<file path="config.mk">
export PLATFORM = sky130hd
export DESIGN_NAME = conv_wmst_master
export DESIGN_NICKNAME = d
export VERILOG_FILES = /design/src/rtl/conv_mst_pkg.sv /design/src/rtl/conv_wmst_fifo.sv /design/src/rtl/conv_wmst_master.sv
export SDC_FILE = /design/constraint.sdc
export NUM_CORES = 2
export LEC_CHECK = 0
export ABC_AREA = 1
export BUFFER_PORTS_ARGS = -buffer_cell sky130_fd_sc_hd__buf_2
export CORE_ASPECT_RATIO = 1.75
export CORE_MARGIN = 1
export CORE_UTILIZATION = 40
export CTS_BUF_LIST = sky130_fd_sc_hd__clkbuf_8
export DETAILED_ROUTE_END_ITERATION = 10
export MAX_ROUTING_LAYER = met4
export PLACE_DENSITY = 0.55
export SETUP_SLACK_MARGIN = 0.4
export SKIP_CTS_REPAIR_TIMING = 1
export SYNTH_ARGS = -nofsm -noshare
export SYNTH_HDL_FRONTEND = slang
export SYNTH_SLANG_ARGS = --single-unit
</file>
<file path="constraint.sdc">
create_clock -name clk -period 30.6 [get_ports clk]
set_clock_uncertainty 0.2 [all_clocks]
set_input_delay 1.53 -clock clk [delete_from_list [all_inputs] [get_ports clk]]
set_output_delay 1.53 -clock clk [all_outputs]
set_load 0.02 [all_outputs]
</file>
<file path="src/rtl/conv_mst_pkg.sv">
// Shared definitions for the conv write master: byte/word geometry, FSM
// state encoding and a constant-evaluable log2 helper.
package conv_mst_pkg;

    function automatic int clog2(input int value);
        int r;
        r = 0;
        while ((1 << r) < value) r++;
        return r;
    endfunction

    localparam int DEF_DW = 128;
    localparam int BPW    = DEF_DW / 8;
    localparam int OFS_W  = clog2(BPW);

    typedef enum logic {
        ST_IDLE = 1'b0,
        ST_RUN  = 1'b1
    } state_t;

endpackage

</file>
<file path="src/rtl/conv_wmst_fifo.sv">
// Synchronous show-ahead FIFO: dout always presents the oldest word.
// Pushes while full and pops while empty are ignored.
module conv_wmst_fifo #(
    parameter int DW = 128,
    parameter int FD = 32
) (
    input  logic                             clk,
    input  logic                             rst,
    input  logic                             push,
    input  logic                             pop,
    input  logic [DW-1:0]                    din,
    output logic [DW-1:0]                    dout,
    output logic                             empty,
    output logic                             full,
    output logic [conv_mst_pkg::clog2(FD):0] count
);
    import conv_mst_pkg::*;

    localparam int PW = clog2(FD);

    logic [DW-1:0] mem [FD];
    logic [PW-1:0] wr_ptr;
    logic [PW-1:0] rd_ptr;
    logic          push_ok;
    logic          pop_ok;

    assign empty   = (count == '0);
    assign full    = (count == (PW+1)'(FD));
    assign push_ok = push && !full;
    assign pop_ok  = pop && !empty;
    assign dout    = mem[rd_ptr];

    always_ff @(posedge clk) begin
        if (!rst) begin
            wr_ptr <= '0;
            rd_ptr <= '0;
            count  <= '0;
        end else begin
            if (push_ok) wr_ptr <= wr_ptr + 1'b1;
            if (pop_ok)  rd_ptr <= rd_ptr + 1'b1;
            if (push_ok && !pop_ok)
                count <= count + 1'b1;
            else if (!push_ok && pop_ok)
                count <= count - 1'b1;
        end
    end

    // Storage needs no reset; the pointers define what is valid.
    always_ff @(posedge clk) begin
        if (push_ok) mem[wr_ptr] <= din;
    end

endmodule

</file>
<file path="src/rtl/conv_wmst_master.sv">
// Avalon-MM write master: queues result words and streams a whole number
// of words to the bus after each go.
//
//   state   | meaning
//   --------+--------------------------------------------------------
//   ST_IDLE | done high, waiting for go with a non-zero word length
//   ST_RUN  | issuing one write per FIFO word until length is spent
module conv_wmst_master #(
    parameter int AW = 30,
    parameter int DW = 128,
    parameter int FD = 32
) (
    input  logic            clk,
    input  logic            rst,
    input  logic            ctrl_fixed_location,
    input  logic [AW-1:0]   ctrl_write_base,
    input  logic [AW-1:0]   ctrl_write_length,
    input  logic            ctrl_go,
    output logic            ctrl_done,
    input  logic            user_write_buffer,
    input  logic [DW-1:0]   user_write_input_data,
    output logic            user_buffer_full,
    output logic [AW-1:0]   master_address,
    output logic            master_write,
    output logic [DW/8-1:0] master_byteenable,
    output logic [DW-1:0]   master_writedata,
    input  logic            master_waitrequest
);
    import conv_mst_pkg::*;

    localparam int BYTES = DW / 8;
    localparam int CW    = clog2(FD) + 1;

    state_t        state;
    logic [AW-1:0] addr;
    logic [AW-1:0] remaining;
    logic          fixed;
    logic [AW-1:0] go_len;
    logic          accept;
    logic          fifo_empty;
    logic          fifo_full;
    logic [CW-1:0] fifo_count;

    // Partial trailing words are never written.
    assign go_len = ctrl_write_length & ~AW'(BYTES - 1);

    assign master_write      = (state == ST_RUN) && (fifo_count != '0);
    assign accept            = master_write && !master_waitrequest;
    assign master_address    = addr;
    assign master_byteenable = '1;
    assign ctrl_done         = (state == ST_IDLE);
    assign user_buffer_full  = fifo_full;

    conv_wmst_fifo #(
        .DW (DW),
        .FD (FD)
    ) u_fifo (
        .clk   (clk),
        .rst   (rst),
        .push  (user_write_buffer),
        .pop   (accept && !fifo_empty),
        .din   (user_write_input_data),
        .dout  (master_writedata),
        .empty (fifo_empty),
        .full  (fifo_full),
        .count (fifo_count)
    );

    always_ff @(posedge clk) begin
        if (!rst) begin
            state     <= ST_IDLE;
            addr      <= '0;
            remaining <= '0;
            fixed     <= 1'b0;
        end else begin
            case (state)
                ST_IDLE: begin
                    if (ctrl_go) begin
                        addr      <= ctrl_write_base;
                        fixed     <= ctrl_fixed_location;
                        remaining <= go_len;
                        if (go_len != '0) state <= ST_RUN;
                    end
                end
                ST_RUN: begin
                    if (accept) begin
                        remaining <= remaining - AW'(BYTES);
                        if (!fixed) addr <= addr + AW'(BYTES);
                        if (remaining == AW'(BYTES)) state <= ST_IDLE;
                    end
                end
                default: state <= ST_IDLE;
            endcase
        end
    end

endmodule
</file>
=== Word-level counts from Yosys, hierarchy flattened ===
Memories as Yosys holds them, arrays and structs flattened. A register that Yosys moved wholly into a read port is not among the register bits.
Index checks and enable logic that the tools add are counted.

* Reduce and logical (&&, ||, !) cells: 19
* Bitwise operators: 1
* Multiplexer cells: 18
* Add/subtract/negate cells: 6
* Equality and inequality tests: 5

{| class="wikitable"
|+ Operator list
! kind !! number
|-
| 30-bit two-way mux || 5
|-
| 30-bit one-hot mux with 2 select lines || 2
|-
| 30-bit by 5-bit adder with 30-bit output, second input constant || 1
|-
| 30-bit by 5-bit == test with 1-bit output, second input constant || 1
|-
| 30-bit nonzero test || 1
|-
| 30-bit by 5-bit subtractor with 30-bit output, second input constant || 1
|-
| 6-bit two-way mux || 2
|-
| 5-bit by 1-bit adder with 5-bit output, second input constant || 2
|-
| 5-bit two-way mux || 2
|-
| 1-bit logical AND || 7
|-
| 6-bit by 1-bit adder with 6-bit output, second input constant || 1
|-
| 6-bit == test, second input constant || 1
|-
| 6-bit zero test || 1
|-
| 1-bit two-way mux || 6
|-
| 6-bit nonzero test || 1
|-
| 6-bit by 1-bit subtractor with 6-bit output, second input constant || 1
|-
| 1-bit zero test || 5
|-
| 2-bit != test, second input constant || 2
|-
| 2-bit AND reduction || 2
|-
| 3-bit AND reduction || 1
|-
| 2-bit by 1-bit != test with 1-bit output, second input constant || 1
|-
| 1-bit one-hot mux with 2 select lines || 1
|-
| 2-bit nonzero test || 1
|-
| 1-bit inverter || 1
|}

* Output and inout bits: 177
* Memory bits (writable): 4096
* Bits in registers: 78
* Logic and storage cells: 57
* Input port bits: 194
* Memories: 1

{| class="wikitable"
|+ Memory list
! name !! words !! width !! read ports !! clocked after memory_dff !! wr ports !! line !! text
|-
| u_fifo.mem || 32 || 128 || 1 || 1 || 1 || conv_wmst_fifo.sv:21 || <nowiki>logic [DW-1:0] mem [FD];</nowiki>
|}

=== Logic depth before layout (Yosys ltp) ===
* Depth in word-level cells: 8
* Mapped depth: 16
* Depth with buffers taken out: 16

=== Modules after synthesis ===
A second synthesis with hierarchy kept.

* Cell total of the unflattened synthesis: 13955
* Area, all modules: 168377.7 um^2

{| class="wikitable"
|+ Modules (own cells, without submodules)
! module !! cells each !! times used !! seq. area each (um^2) !! area an instance (um^2)
|-
| conv_wmst_fifo || 13239 || 1 || 123418.4 || 164132.4
|-
| conv_wmst_master || 716 || 1 || 1161.1 || 4245.3
|}

=== Worst setup path after synthesis ===
No wires, ideal clock.

* Path type: input port to flip-flop
* Start: input user_write_buffer
* End: memory u_fifo.mem[31][0] (enable)
* Stages: 2
* Data arrival time: 10.395 ns
* Buffers on the path: 0
* Library setup time: 0.774 ns
* Slack: 19.230 ns
* Cells stage by stage: nand2_1 nor3_1

* Longest elaborated chain between the ends: 3

{| class="wikitable"
|+ RTL lines
! what !! line !! text
|-
| start: declaration || conv_wmst_master.sv:20 || <nowiki>input logic user_write_buffer,</nowiki>
|-
| 1-bit logical AND || conv_wmst_fifo.sv:29 || <nowiki>assign push_ok = push && !full;</nowiki>
|-
| 1-bit two-way mux || conv_wmst_fifo.sv:50 || <nowiki>if (push_ok) mem[wr_ptr] <= din;</nowiki>
|-
| 1-bit two-way mux (implied by the code) || conv_wmst_fifo.sv:50 ||
|-
| end: declaration || conv_wmst_fifo.sv:21 ||
|}

No other way between the ends.

==> reports/results.tsv <==
stage	metric	value	unit
timing	period_needed	8482	ps
critical_path	critical_path.startpoint_type	flip-flop	
floorplanning	pin_count	371	
critical_path	cp-end-kind	output pin	
hold_path	worst_hold_path_type	flip-flop to flip-flop	
yosys	dominant_cells_by_area_after_synthesis	sky130_fd_sc_hd__edfxtp_1 (74%), sky130_fd_sc_hd__o21ai_0 (5.3%), sky130_fd_sc_hd__nor2_1 (4.1%)	
placed_design	number_of_i_o_port_buffers	350	
clocking	clockRootBuffer	sky130_fd_sc_hd__clkbuf_8	
global_route	grt.busiest_layer	met2	
critical_path	worst_path_dominant_cell_family	buffers and inverters	
route	first_drt_iteration_drcs	10310	
power	ir_drop	0.03536	mV
floorplanning	coreArea	411800	µm²
critical_path	worst-endpoint-arrival	6750	ps
power	powerDensity	62.62	nW/µm²
floorplanning	num_rows	312	
timing	fin_crit_sh	27.72	%
yosys	syn-cell-area	165300	µm²
yosys	synthXorXnorAreaFrac	0.06886	%
timing	timing.final.hold_violations	0	
route	routed_wirelength	501200	µm
yosys	synth-adder-area-share	0.1105	%
floorplanning	design.die.area	416000	µm²
timing	worstMarginPinSlew	1270	ps
critical_path	number_of_buffers_and_inverters_on_the_critical_path	5	
yosys	compound_cell_area_share_of_the_yosys_netlist	9.151	%
yosys	main_combinational_cell_family_by_area_after_synthesis	simple AND/OR/NAND/NOR gates	
clocking	clkSinkCount	4175	
route	drt.antenna.violating_nets	0	
route	post_drt_via_cell_ratio	5.616	
critical_path	slowest_delay	880	ps
critical_path	worstPathMaxFanout	82	
route	routed-via-count	108700	
clocking	numCtsBuffers	612	
timing	fmaxAchievable	117.9	MHz
timing	final-max-slew-violation-count	0	
placed_design	globalplace.congestion	0.7956	
route	detail_route.drc_violations	0	
floorplanning	floorplan.initialDensity	40.15	%
timing	setup-tns-final	0	ps
yosys	netlist.area_leader.share	74.39	%
timing	timing.final.setup_violations	0	
critical_path	critical-path-top-cell-by-count	sky130_fd_sc_hd__buf_4	
yosys	syn-instance-count	13120	
run	maximum_capacitance_violations	0	
critical_path	timing.critical_path.required	28870	ps
floorplanning	chipHeight	852.5	µm
timing	rsz_0062_raised_after_global_routing	false	
finish	most-common-layout-cells	sky130_fd_sc_hd__edfxtp_1 (4096), sky130_fd_sc_hd__nand2_1 (1788), sky130_fd_sc_hd__nor2_1 (1774), sky130_fd_sc_hd__o21ai_0 (1749), sky130_fd_sc_hd__nand3_1 (1339)	
finish	layout.cells.most_common	sky130_fd_sc_hd__edfxtp_1	
clocking	clk_latency	1120	ps
global_route	groute.layer.met1.usage	29.97	%
global_route	antenna_violations_before_repair	90	
finish	num-nets-final	13590	
global_route	overflow	0	
route	wl_per_cell	25.89	µm
global_route	global_route.usage.met3	3.284	%
power	power.static_leakage	0.06131	µW
finish	post_route_cells_drive_above_1_share	9.572	%
clocking	cts.path.max_buffers	4	
finish	n_fill_cell	37470	
critical_path	timing.critical_path.cells	buf_4, buf_4, buf_4, buf_4, o21ai_0, o22ai_1, nand2_1, nand3_1, nand3_1, nand2_1, buf_2	
global_route	maximum_number_of_pins_on_one_net_before_global_route_repair	218	
yosys	synth_simple_gate_area_share	12.36	%
critical_path	cp_max_delay_cell	sky130_fd_sc_hd__dfxtp_4	
global_route	vias_in_the_first_global_route	104900	
finish	layout-area-overhead-vs-synth	10.60	%
clocking	tritoncts_clock_tree	done	
yosys	synthesis.yosys.warnings	0	
yosys	ys_ff_latch	4175	
clocking	cts-htree-levels	6	
global_route	grt.met2_usage	40.60	%
clocking	path_clk_slew	60	ps
power	total_power	11450	µW
yosys	synth_cell_types	33	
timing	finalHoldWorstSlack	269.0	ps
timing	max_slew_margin	15.32	%
run_status	run_status	finished clean	
placed_design	hpwlAfterDp	234000	µm
yosys	yosysTopAreaCell	sky130_fd_sc_hd__edfxtp_1	
global_route	grt_first_pass_wirelength	714600	µm
yosys	yosys-mux-area-fraction	0	%
critical_path	path_class	flip-flop to output pin	
floorplanning	die-width	488.0	µm
route	drtPass1Iterations	6	
yosys	synth_sequential_area_ratio	75.35	%
global_route	track_usage	24.17	%
yosys	synthesis.area_per_instance	12.61	µm²
[metrics by stage]
step / instance area (µm²) / setup WS [ps] / utilization (%) / cells
2_1_floorplan: 165400 / 19230 / - / 13130
4_1_cts: 182700 / 22060 / 44.36 / 19300
6_report: 182900 / 22120 / 44.40 / 19360
3_3_place_gp: 172000 / 23320 / 41.77 / 18260
5_1_grt: 182800 / 21740 / 44.39 / 19340
3_5_place_dp: 172000 / 23290 / 41.77 / 18260
[Yosys cell counts]
cell	instances
sky130_fd_sc_hd__a211oi_1	2
sky130_fd_sc_hd__a21oi_1	184
sky130_fd_sc_hd__a31oi_1	11
sky130_fd_sc_hd__and2_1	2
sky130_fd_sc_hd__buf_1	57
sky130_fd_sc_hd__buf_2	272
sky130_fd_sc_hd__buf_4	49
sky130_fd_sc_hd__buf_6	12
sky130_fd_sc_hd__clkbuf_1	490
sky130_fd_sc_hd__clkbuf_2	46
sky130_fd_sc_hd__clkinv_1	1
sky130_fd_sc_hd__conb_1	1
sky130_fd_sc_hd__dfxtp_1	79
sky130_fd_sc_hd__edfxtp_1	4096
sky130_fd_sc_hd__fa_1	1
sky130_fd_sc_hd__ha_1	13
sky130_fd_sc_hd__inv_1	196
sky130_fd_sc_hd__inv_2	3
sky130_fd_sc_hd__nand2_1	1788
sky130_fd_sc_hd__nand3_1	1339
sky130_fd_sc_hd__nand3_2	1
sky130_fd_sc_hd__nand3b_1	2
sky130_fd_sc_hd__nand4_1	16
sky130_fd_sc_hd__nor2_1	1803
sky130_fd_sc_hd__nor3_1	12
sky130_fd_sc_hd__nor3b_1	2
sky130_fd_sc_hd__nor4_1	2
sky130_fd_sc_hd__o21ai_0	1749
sky130_fd_sc_hd__o21ai_1	56
sky130_fd_sc_hd__o22ai_1	814
sky130_fd_sc_hd__or2_2	4
sky130_fd_sc_hd__xnor2_1	4
sky130_fd_sc_hd__xor2_1	9
[per-layer routing]
layer / share of wire (%) / vias to the layer above / wire, µm
li1: - / 48490 / -
met1: 40 / 55250 / 202900
met2: 50 / 4051 / 248300
met3: 6.9 / 909 / 34420
met4: 3.1 / 0 / 15620
met5: 0 / - / 0
[tightest hold or removal path, stage by stage, from the launching register on]
cell                      delay (ps)
sky130_fd_sc_hd__dfxtp_1         300
sky130_fd_sc_hd__inv_1            70
sky130_fd_sc_hd__a21oi_1          60
[flip-flops by register name, summed over array words and instances, names as in the netlist, named ones only]
register and flops:
fixed 1, master_address 30, u_fifo.wr_ptr 5, u_fifo.count 6, u_fifo.mem 4096, remaining 26
state 1, u_fifo.rd_ptr 5
[logic make-up (layout without fill, tap and decap cells)]
family          after synthesis  in the layout
flops                      4175           4175
compound gates             2816           2816
fa+ha+maj                    14             14
other cells                   1             78
buf+inv                    1126           1795
simple gates               4971           4971
xor+xnor                     13             13
[area by class of cell]
class / count / area (µm²) / area share, %
clock buffers: 635 / 8740 / 4.779
multi-input cells: 7830 / 36150 / 19.77
inverters: 200 / 788.3 / 0.4311
well taps: 5495 / 6875 / 3.760
diodes: 62 / 155.1 / 0.08485
repair buffers: 559 / 3621 / 1.980
flip-flops and latches: 4175 / 124600 / 68.14
clock inverters: 401 / 1928 / 1.054
[power breakdown]
part / internal (µW) / total, µW / switching, µW
sequential: 6350 / 6380 / 28.6
clock: 1990 / 4100 / 2100
combinational: 247 / 972 / 724
total: 8590 / 11500 / 2860
[path summary, 6_finish.rpt]
| kind | start | end | depth (start not counted) | slack, ps |
|---|---|---|---|---|
| worst max-delay path | flip-flop | master_writedata[2] | 11 | 22120 |
| worst min-delay path | fixed | fixed | 2 | 270 |
| worst max register to register | u_fifo.count[0] | u_fifo.mem[15][97] | 11 | 24890 |
| worst min register to register | fixed | fixed | 2 | 270 |
Power figures use the tool's default switching activity.
